## config.mk

```make
export PLATFORM = sky130hd
export DESIGN_NAME = exec_stage_pipe
export DESIGN_NICKNAME = d
export VERILOG_FILES = /design/src/rtl/exec_pkg.sv /design/src/rtl/alu_comb.sv /design/src/rtl/exec_stage_pipe.sv
export SDC_FILE = /design/constraint.sdc
export NUM_CORES = 1
export LEC_CHECK = 0
export CAP_MARGIN = 20
export CORE_MARGIN = 3
export CORE_UTILIZATION = 60
export CTS_CLUSTER_SIZE = 20
export DETAILED_ROUTE_END_ITERATION = 12
export GPL_ROUTABILITY_DRIVEN = 0
export HOLD_SLACK_MARGIN = 0.08
export PLACE_DENSITY = 0.85
export REMOVE_ABC_BUFFERS = 1
export SLEW_MARGIN = 10
export SYNTH_ARGS = -nofsm -noshare
export SYNTH_HDL_FRONTEND = slang
export SYNTH_SLANG_ARGS = --single-unit
```

## constraint.sdc

```tcl
create_clock -name clk -period 16.55 [get_ports clk]
set_input_delay 1.655 -clock clk [delete_from_list [all_inputs] [get_ports clk]]
set_output_delay 1.655 -clock clk [all_outputs]
set_load 0.05 [all_outputs]
```

## src/rtl/exec_pkg.sv

```systemverilog
// Shared types and constants for the execute stage: ALU mode encoding,
// NZCV bit positions and the multiply sequencer states.
package exec_pkg;

    typedef enum logic [2:0] {
        MODE_ADD = 3'b000,
        MODE_CMP = 3'b001,
        MODE_SUB = 3'b010,
        MODE_AND = 3'b011,
        MODE_OR  = 3'b100,
        MODE_XOR = 3'b101,
        MODE_SHL = 3'b110,
        MODE_MUL = 3'b111
    } alu_mode_t;

    localparam int FLAG_N = 3;
    localparam int FLAG_Z = 2;
    localparam int FLAG_C = 1;
    localparam int FLAG_V = 0;

    typedef enum logic {
        IDLE = 1'b0,
        BUSY = 1'b1
    } state_t;

endpackage

```

## src/rtl/alu_comb.sv

```systemverilog
// Single-cycle ALU: result and NZCV for every mode except MUL, which is
// produced by the iterative multiplier in the stage itself.
module alu_comb
    import exec_pkg::*;
#(
    parameter int DATA_W = 24
) (
    input  logic [DATA_W-1:0] op1,
    input  logic [DATA_W-1:0] op2,
    input  alu_mode_t         alu_mode,
    output logic [DATA_W-1:0] result,
    output logic [3:0]        flags
);

    localparam int SHAMT_W = (DATA_W > 1) ? $clog2(DATA_W) : 1;

    logic [DATA_W:0]    sum;
    logic [DATA_W:0]    diff;
    logic [DATA_W-1:0]  res;
    logic [SHAMT_W-1:0] shamt;
    logic               carry;
    logic               ovf;

    assign sum   = {1'b0, op1} + {1'b0, op2};
    assign diff  = {1'b0, op1} - {1'b0, op2};
    assign shamt = op2[SHAMT_W-1:0];

    always_comb begin
        res   = '0;
        carry = 1'b0;
        ovf   = 1'b0;
        case (alu_mode)
            MODE_ADD: begin
                res   = sum[DATA_W-1:0];
                carry = sum[DATA_W];
                ovf   = (op1[DATA_W-1] == op2[DATA_W-1]) && (sum[DATA_W-1] != op1[DATA_W-1]);
            end
            // The top bit of the widened difference is the borrow, so C is its inverse.
            MODE_SUB, MODE_CMP: begin
                res   = diff[DATA_W-1:0];
                carry = ~diff[DATA_W];
                ovf   = (op1[DATA_W-1] != op2[DATA_W-1]) && (diff[DATA_W-1] != op1[DATA_W-1]);
            end
            MODE_AND: res = op1 & op2;
            MODE_OR:  res = op1 | op2;
            MODE_XOR: res = op1 ^ op2;
            MODE_SHL: res = op1 << shamt;
            default:  res = '0;
        endcase

        flags         = '0;
        flags[FLAG_N] = res[DATA_W-1];
        flags[FLAG_Z] = (res == '0);
        flags[FLAG_C] = carry;
        flags[FLAG_V] = ovf;

        result = (alu_mode == MODE_CMP) ? {{(DATA_W-4){1'b0}}, flags} : res;
    end

endmodule

```

## src/rtl/exec_stage_pipe.sv

```systemverilog
// Execute stage: single-cycle ALU ops, a MUL_BITS-per-cycle shift-add
// multiplier, the output pipeline register and the architectural flags.
module exec_stage_pipe #(
    parameter int DATA_W     = 24,
    parameter int REG_ADDR_W = 4,
    parameter int MUL_BITS   = 4
) (
    input  logic                  clk,
    input  logic                  reset,
    input  logic                  in_valid,
    input  logic                  mem_we,
    input  logic                  reg_we,
    input  logic                  write_reg_from_alu,
    input  logic                  pc_we,
    input  logic                  flags_we,
    input  logic [DATA_W-1:0]     data_to_write,
    input  logic [DATA_W-1:0]     op1,
    input  logic [DATA_W-1:0]     op2,
    input  logic [DATA_W-1:0]     pcm4,
    input  logic [REG_ADDR_W-1:0] reg_to_write,
    input  logic [2:0]            alu_mode,
    input  logic                  stall_in,
    input  logic                  flush,
    output logic                  stall_out,
    output logic                  out_valid,
    output logic                  mem_we_out,
    output logic                  reg_we_out,
    output logic                  write_reg_from_alu_out,
    output logic                  pc_we_out,
    output logic [REG_ADDR_W-1:0] reg_to_write_out,
    output logic [DATA_W-1:0]     data_to_write_out,
    output logic [DATA_W-1:0]     result,
    output logic [DATA_W-1:0]     new_pc,
    output logic [3:0]            flags
);
    import exec_pkg::*;

    localparam int MUL_STEPS = DATA_W / MUL_BITS;
    localparam int CNT_W     = (MUL_STEPS > 1) ? $clog2(MUL_STEPS) : 1;

    state_t            stateReg, stateNext;
    logic [CNT_W-1:0]  countReg;
    logic [DATA_W-1:0] mcandReg, mplierReg, accReg, accNext, partSum;
    logic [DATA_W-1:0] partProd [MUL_BITS];

    logic                  mulMemWe, mulRegWe, mulWrFromAlu, mulPcWe, mulFlagsWe;
    logic [REG_ADDR_W-1:0] mulRegToWrite;
    logic [DATA_W-1:0]     mulDataToWrite, mulPcm4;
    logic [3:0]            mulFlags;

    alu_mode_t         mode;
    logic [DATA_W-1:0] aluResult;
    logic [3:0]        aluFlags;
    logic              isMul, idleLoad, mulStart, busyDone, loadOut;

    logic                  selMemWe, selRegWe, selWrFromAlu, selPcWe, selFlagsWe;
    logic [REG_ADDR_W-1:0] selRegToWrite;
    logic [DATA_W-1:0]     selData, selResult, selNewPc;
    logic [3:0]            selFlags;

    assign mode = alu_mode_t'(alu_mode);

    alu_comb #(.DATA_W(DATA_W)) u_alu (
        .op1      (op1),
        .op2      (op2),
        .alu_mode (mode),
        .result   (aluResult),
        .flags    (aluFlags)
    );

    assign isMul    = (mode == MODE_MUL);
    assign idleLoad = (stateReg == IDLE) && in_valid && !isMul;
    assign mulStart = (stateReg == IDLE) && in_valid && isMul;
    assign busyDone = (stateReg == BUSY) && (countReg == '0);
    assign loadOut  = idleLoad || busyDone;

    assign stall_out = !reset && ((stateReg == BUSY) || stall_in);

    // One partial product per multiplier bit retired this cycle.
    genvar gi;
    generate
        for (gi = 0; gi < MUL_BITS; gi++) begin : g_pp
            assign partProd[gi] = mplierReg[gi] ? (mcandReg << gi) : '0;
        end
    endgenerate

    always_comb begin
        partSum = '0;
        for (int i = 0; i < MUL_BITS; i++) begin
            partSum = partSum + partProd[i];
        end
    end

    assign accNext = accReg + partSum;

    always_comb begin
        mulFlags         = '0;
        mulFlags[FLAG_N] = accNext[DATA_W-1];
        mulFlags[FLAG_Z] = (accNext == '0);
    end

    // Output bundle comes from the live inputs in IDLE, from the latched MUL bundle in BUSY.
    always_comb begin
        selResult     = aluResult;
        selFlags      = aluFlags;
        selMemWe      = mem_we;
        selRegWe      = reg_we;
        selWrFromAlu  = write_reg_from_alu;
        selPcWe       = pc_we;
        selFlagsWe    = flags_we;
        selRegToWrite = reg_to_write;
        selData       = data_to_write;
        selNewPc      = pc_we ? aluResult : pcm4;
        if (stateReg == BUSY) begin
            selResult     = accNext;
            selFlags      = mulFlags;
            selMemWe      = mulMemWe;
            selRegWe      = mulRegWe;
            selWrFromAlu  = mulWrFromAlu;
            selPcWe       = mulPcWe;
            selFlagsWe    = mulFlagsWe;
            selRegToWrite = mulRegToWrite;
            selData       = mulDataToWrite;
            selNewPc      = mulPcWe ? accNext : mulPcm4;
        end
    end

    always_ff @(posedge clk or posedge reset) begin
        if (reset) begin
            stateReg <= IDLE;
        end else begin
            stateReg <= stateNext;
        end
    end

    always_comb begin
        stateNext = stateReg;
        if (flush) begin
            stateNext = IDLE;
        end else if (!stall_in) begin
            case (stateReg)
                IDLE:    if (mulStart) stateNext = BUSY;
                BUSY:    if (busyDone) stateNext = IDLE;
                default: stateNext = IDLE;
            endcase
        end
    end

    always_ff @(posedge clk or posedge reset) begin
        if (reset) begin
            countReg       <= '0;
            mcandReg       <= '0;
            mplierReg      <= '0;
            accReg         <= '0;
            mulMemWe       <= 1'b0;
            mulRegWe       <= 1'b0;
            mulWrFromAlu   <= 1'b0;
            mulPcWe        <= 1'b0;
            mulFlagsWe     <= 1'b0;
            mulRegToWrite  <= '0;
            mulDataToWrite <= '0;
            mulPcm4        <= '0;
        end else if (!flush && !stall_in) begin
            if (mulStart) begin
                countReg       <= CNT_W'(MUL_STEPS - 1);
                mcandReg       <= op1;
                mplierReg      <= op2;
                accReg         <= '0;
                mulMemWe       <= mem_we;
                mulRegWe       <= reg_we;
                mulWrFromAlu   <= write_reg_from_alu;
                mulPcWe        <= pc_we;
                mulFlagsWe     <= flags_we;
                mulRegToWrite  <= reg_to_write;
                mulDataToWrite <= data_to_write;
                mulPcm4        <= pcm4;
            end else if (stateReg == BUSY) begin
                countReg  <= countReg - 1'b1;
                mcandReg  <= mcandReg << MUL_BITS;
                mplierReg <= mplierReg >> MUL_BITS;
                accReg    <= accNext;
            end
        end
    end

    // Write enables are gated with loadOut so a bubble never carries a stale enable.
    always_ff @(posedge clk or posedge reset) begin
        if (reset) begin
            out_valid              <= 1'b0;
            mem_we_out             <= 1'b0;
            reg_we_out             <= 1'b0;
            write_reg_from_alu_out <= 1'b0;
            pc_we_out              <= 1'b0;
            reg_to_write_out       <= '0;
            data_to_write_out      <= '0;
            result                 <= '0;
            new_pc                 <= '0;
            flags                  <= '0;
        end else if (flush) begin
            out_valid              <= 1'b0;
            mem_we_out             <= 1'b0;
            reg_we_out             <= 1'b0;
            write_reg_from_alu_out <= 1'b0;
            pc_we_out              <= 1'b0;
        end else if (!stall_in) begin
            out_valid              <= loadOut;
            mem_we_out             <= loadOut && selMemWe;
            reg_we_out             <= loadOut && selRegWe;
            write_reg_from_alu_out <= loadOut && selWrFromAlu;
            pc_we_out              <= loadOut && selPcWe;
            if (loadOut) begin
                reg_to_write_out  <= selRegToWrite;
                data_to_write_out <= selData;
                result            <= selResult;
                new_pc            <= selNewPc;
                if (selFlagsWe) begin
                    flags <= selFlags;
                end
            end
        end
    end

endmodule

```

==> results.md <==
- Synth Area in XOR/XNOR: under 10%
- Clk sinks: 218
- Post-synthesis adder-cell area fraction: 13.9%
- Tot GR Track Use: 37.2%
- TNS Setup: 0 ns
- Initial cell density of the core: 61.5%
- Max incr delay on CP: 1.01 ns
- Tmin final: 6.14 ns
- Avg Cell Area, Syn: 8.16 um^2
- Pre-CTS setup slack: 10.22 ns
- Die Wd: 181 um
- Fmax: 0.163 GHz
- Hold Path Class: reg2reg
- Synth top area share: 29.7%
- Core Rows: 63
- Die height: between 150 and 200 um
- Net Sw Frac: 38.7%
- Worst Path Max Fanout: 23
- Final setup fails: 0
- Global route hottest layer: met2
- DR DRC count: 0
- Post-CTS Resized: 0
- CTS tree: built
- CP max stage cell: dfrtp_1
- Most used DFF post-synth: dfrtp_1
- Largest family of logic cells by synthesized area: compound AO/OA/AOI/OAI gates
- Area Overhead vs Synth: 17.0%
- First drt pass iteration count: 8
- Post-synthesis simple-gate area fraction: 18.9%
- RSZ-0062 raised after global routing: no
- Met1 Use GR: 47.2%
- Post-route clock period utilization: 37.1%
- Root Driver: clkbuf_16
- Total vias in the final route: 18.4k
- GR Util met2: 58.7%
- Commonest non-fill, non-tap cells in the layout: 450 x nand2_1, 220 x inv_1, 217 x dfrtp_1
- Critical path type: reg2reg
- Clk slew on worst S/H paths: 0.06 ns
- Max-slew violations: 0
- Synth Area in Compound Gates: between 10% and 20%
- DR vias/cell: 6.61
- Initial antenna violation count: 1
- DRC marker count from the first detailed-route iteration: 2978
- Vias in the first global route: 18.2k
- Commonest non-fill, non-tap cell in the layout: nand2_1
- Required @ worst endpoint: between 15 and 20 ns
- Worst path arrival time: 6.63 ns
- Area leader, netlist: dfrtp_1
- Netlist cell types: 90
- Synthesized cell area: roughly 0.018 mm^2
- Clk Latency, worst-skew pair: ~0.54 ns
- Setup Skew: between 0.02 and 0.025 ns
- Warnings, synthesis: 0
- PD cells: 95.8 mW/mm^2
- Pleak: 9.81 nW
- Ys async rst share: 100%
- P_int: between 1 and 1.5 mW
- #FFs+latches synth: 218
- Placed instance count: between 2k and 3k
- Power share of the combinational group: 36.3%
- Routed Antenna Nets: 0
- Core Box Area: 0.0299 mm^2
- Die Area: 0.0327 mm^2
- EDFF count, synth: 0
- M3 GR Usage: 10.2%
- Setup bufs post-CTS: 0
- DP Wirelength: 45500 um
- Sequential fraction of the synthesis area: 29.7%
- Share of post-route cells with drive strength above 1: 6.28%
- Worst slew margin: 29.1%
- Top cells by area, synth: dfrtp_1 30%, nand2_1 9.2%, fa_1 7.2%
- Max Cap Viol: 0
- Multiplexer share of the synthesized area: under 10%
- Seq pwr share: 34.1%
- Avg WL per Cell: between 20 and 25 um
- Total CTS buffers: 25
- Final Hold Vio Count: 0
- Final WS setup: 10.41 ns
- Worst-Margin Slew: 1.06 ns
- Hold Buf Count CTS: 0
- First-pass GRT wire length: around 99000 um
- Clock buffer depth: 3
- Number of buffers added on ports: 198
- Clock Power Share: roughly 30%
- Top Ports: 199
- IR drop worst, VDD: 89.7 uV
- Sw Pwr: ~0.80 mW
- Outcome: finished clean
- Crit path cell chain: nand2_1 > fa_1 > inv_1 > fa_1 > inv_1 > fa_1 > inv_1 > ha_1 > inv_1 > fa_1 > nor2b_1 > o21a_1 > o21ai_0 > a21oi_1 > xor2_1 > or4_1 > nor3_1 > nand4_1 > nor4_1 > a211o_1
- Nets: 2647
- Final WL: 62500 um
- CP Capture Type: register
- Grt ovf: 0
- Largest net degree at the start of global routing: 148
- Critical path launch point type: register
- H-tree depth: 1
- Post-synthesis cell count: about 2.3k
- Layout Cells excl Fill: 2780
==> synthesized netlist by cell type (all sizes together), types with 17 or more instances <==
library cell / n
nand2: 451
inv: 227
dfrtp: 218
o21ai: 164
a21oi: 122
nor2: 117
clkbuf: 109
ha: 98
mux2i: 78
fa: 66
nor3: 40
and2: 38
nand3: 35
xnor2: 34
a31oi: 28
mux2: 28
a22oi: 27
buf: 23
mux4: 19
o211ai: 19
o31ai: 19
a211oi: 17
==> metrics by stage <==
step	power, mW	util, %	hold slack (ns)	area (um^2)
finish	2.06	71.9	0.470	21500
global placement	1.41	68.7	0.454	20500
CTS	2.04	71.8	0.474	21500
global route	2.14	71.9	0.491	21500
detailed placement	1.43	68.8	0.459	20500
floorplan	1.15	-	0.442	17800
==> cells by family (layout without fill, tap and decap cells) <==
| kind of cell | Yosys count | after routing |
|---|---|---|
| AND/OR/NAND/NOR | 785 | 785 |
| AO/OA/AOI/OAI | 559 | 559 |
| buffers and inverters | 360 | 498 |
| flip-flops | 218 | 218 |
| adder cells (fa/ha/maj) | 164 | 164 |
| multiplexers | 125 | 125 |
| XOR/XNOR | 40 | 40 |
| other | 0 | 1 |
==> power groups by stage <==
stage | registers [mW] | clock network, mW | logic [mW]
6_report | 0.702 | 0.609 | 0.748
5_1_grt | 0.712 | 0.637 | 0.796
4_1_cts | 0.700 | 0.611 | 0.730
3_3_place_gp | 0.702 | 0 | 0.705
3_5_place_dp | 0.707 | 0 | 0.724
2_1_floorplan | 0.832 | 0 | 0.322
==> path summary, 6_finish.rpt <==
kind | to | depth (start not counted) | slack, ns | from
max in group asynchronous | mulPcm4[3] | 4 | 13.18 | reset
worst min register to register | mulPcm4[19] | 2 | 0.47 | mulPcm4[19]
worst max-delay path | flags[2] | 20 | 10.41 | mplierReg[2]
worst min-delay path | mulPcm4[19] | 2 | 0.47 | mulPcm4[19]
worst max register to register | flags[2] | 20 | 10.41 | mplierReg[2]
min in group asynchronous | mulDataToWrite[10] | 2 | 1.57 | reset
==> flip-flops by register name, indices dropped and copies added, names as in the netlist, 24 cells and up <==
signal and count:
mulDataToWrite 24, new_pc 24, result 24, data_to_write_out 24, mulPcm4 24, accReg 24
mplierReg 24, mcandReg 24
==> routing by layer <==
metal / vias to the layer above / wire, um
met2: 1328 / 27900
met3: 357 / 7910
met1: 8715 / 22600
li1: 7975 / -
met5: - / 14
met4: 2 / 4100
==> critical path, delay by kind of cell, from the launching register on <==
family	cells	cell delay [ns]
and+or+nand+nor	6	1.58
buffers and inverters	4	0.24
xor gates and xnor gates	1	0.29
DFF	1	1.01
adders and majority gates	5	2.11
AOI/OAI and AO/OA	4	0.86
==> layout make-up <==
class / instances / area (um^2)
tap: 390 / 488
antenna: 1 / 2.50
timing repair buffer: 224 / 2190
sequential: 218 / 5460
clock inverter: 13 / 181
clock buffer: 33 / 736
inverter: 228 / 863
fill: 2201 / 8380
multi-input combinational: 1673 / 11600
Note: power is estimated with default switching activity, not from simulation.
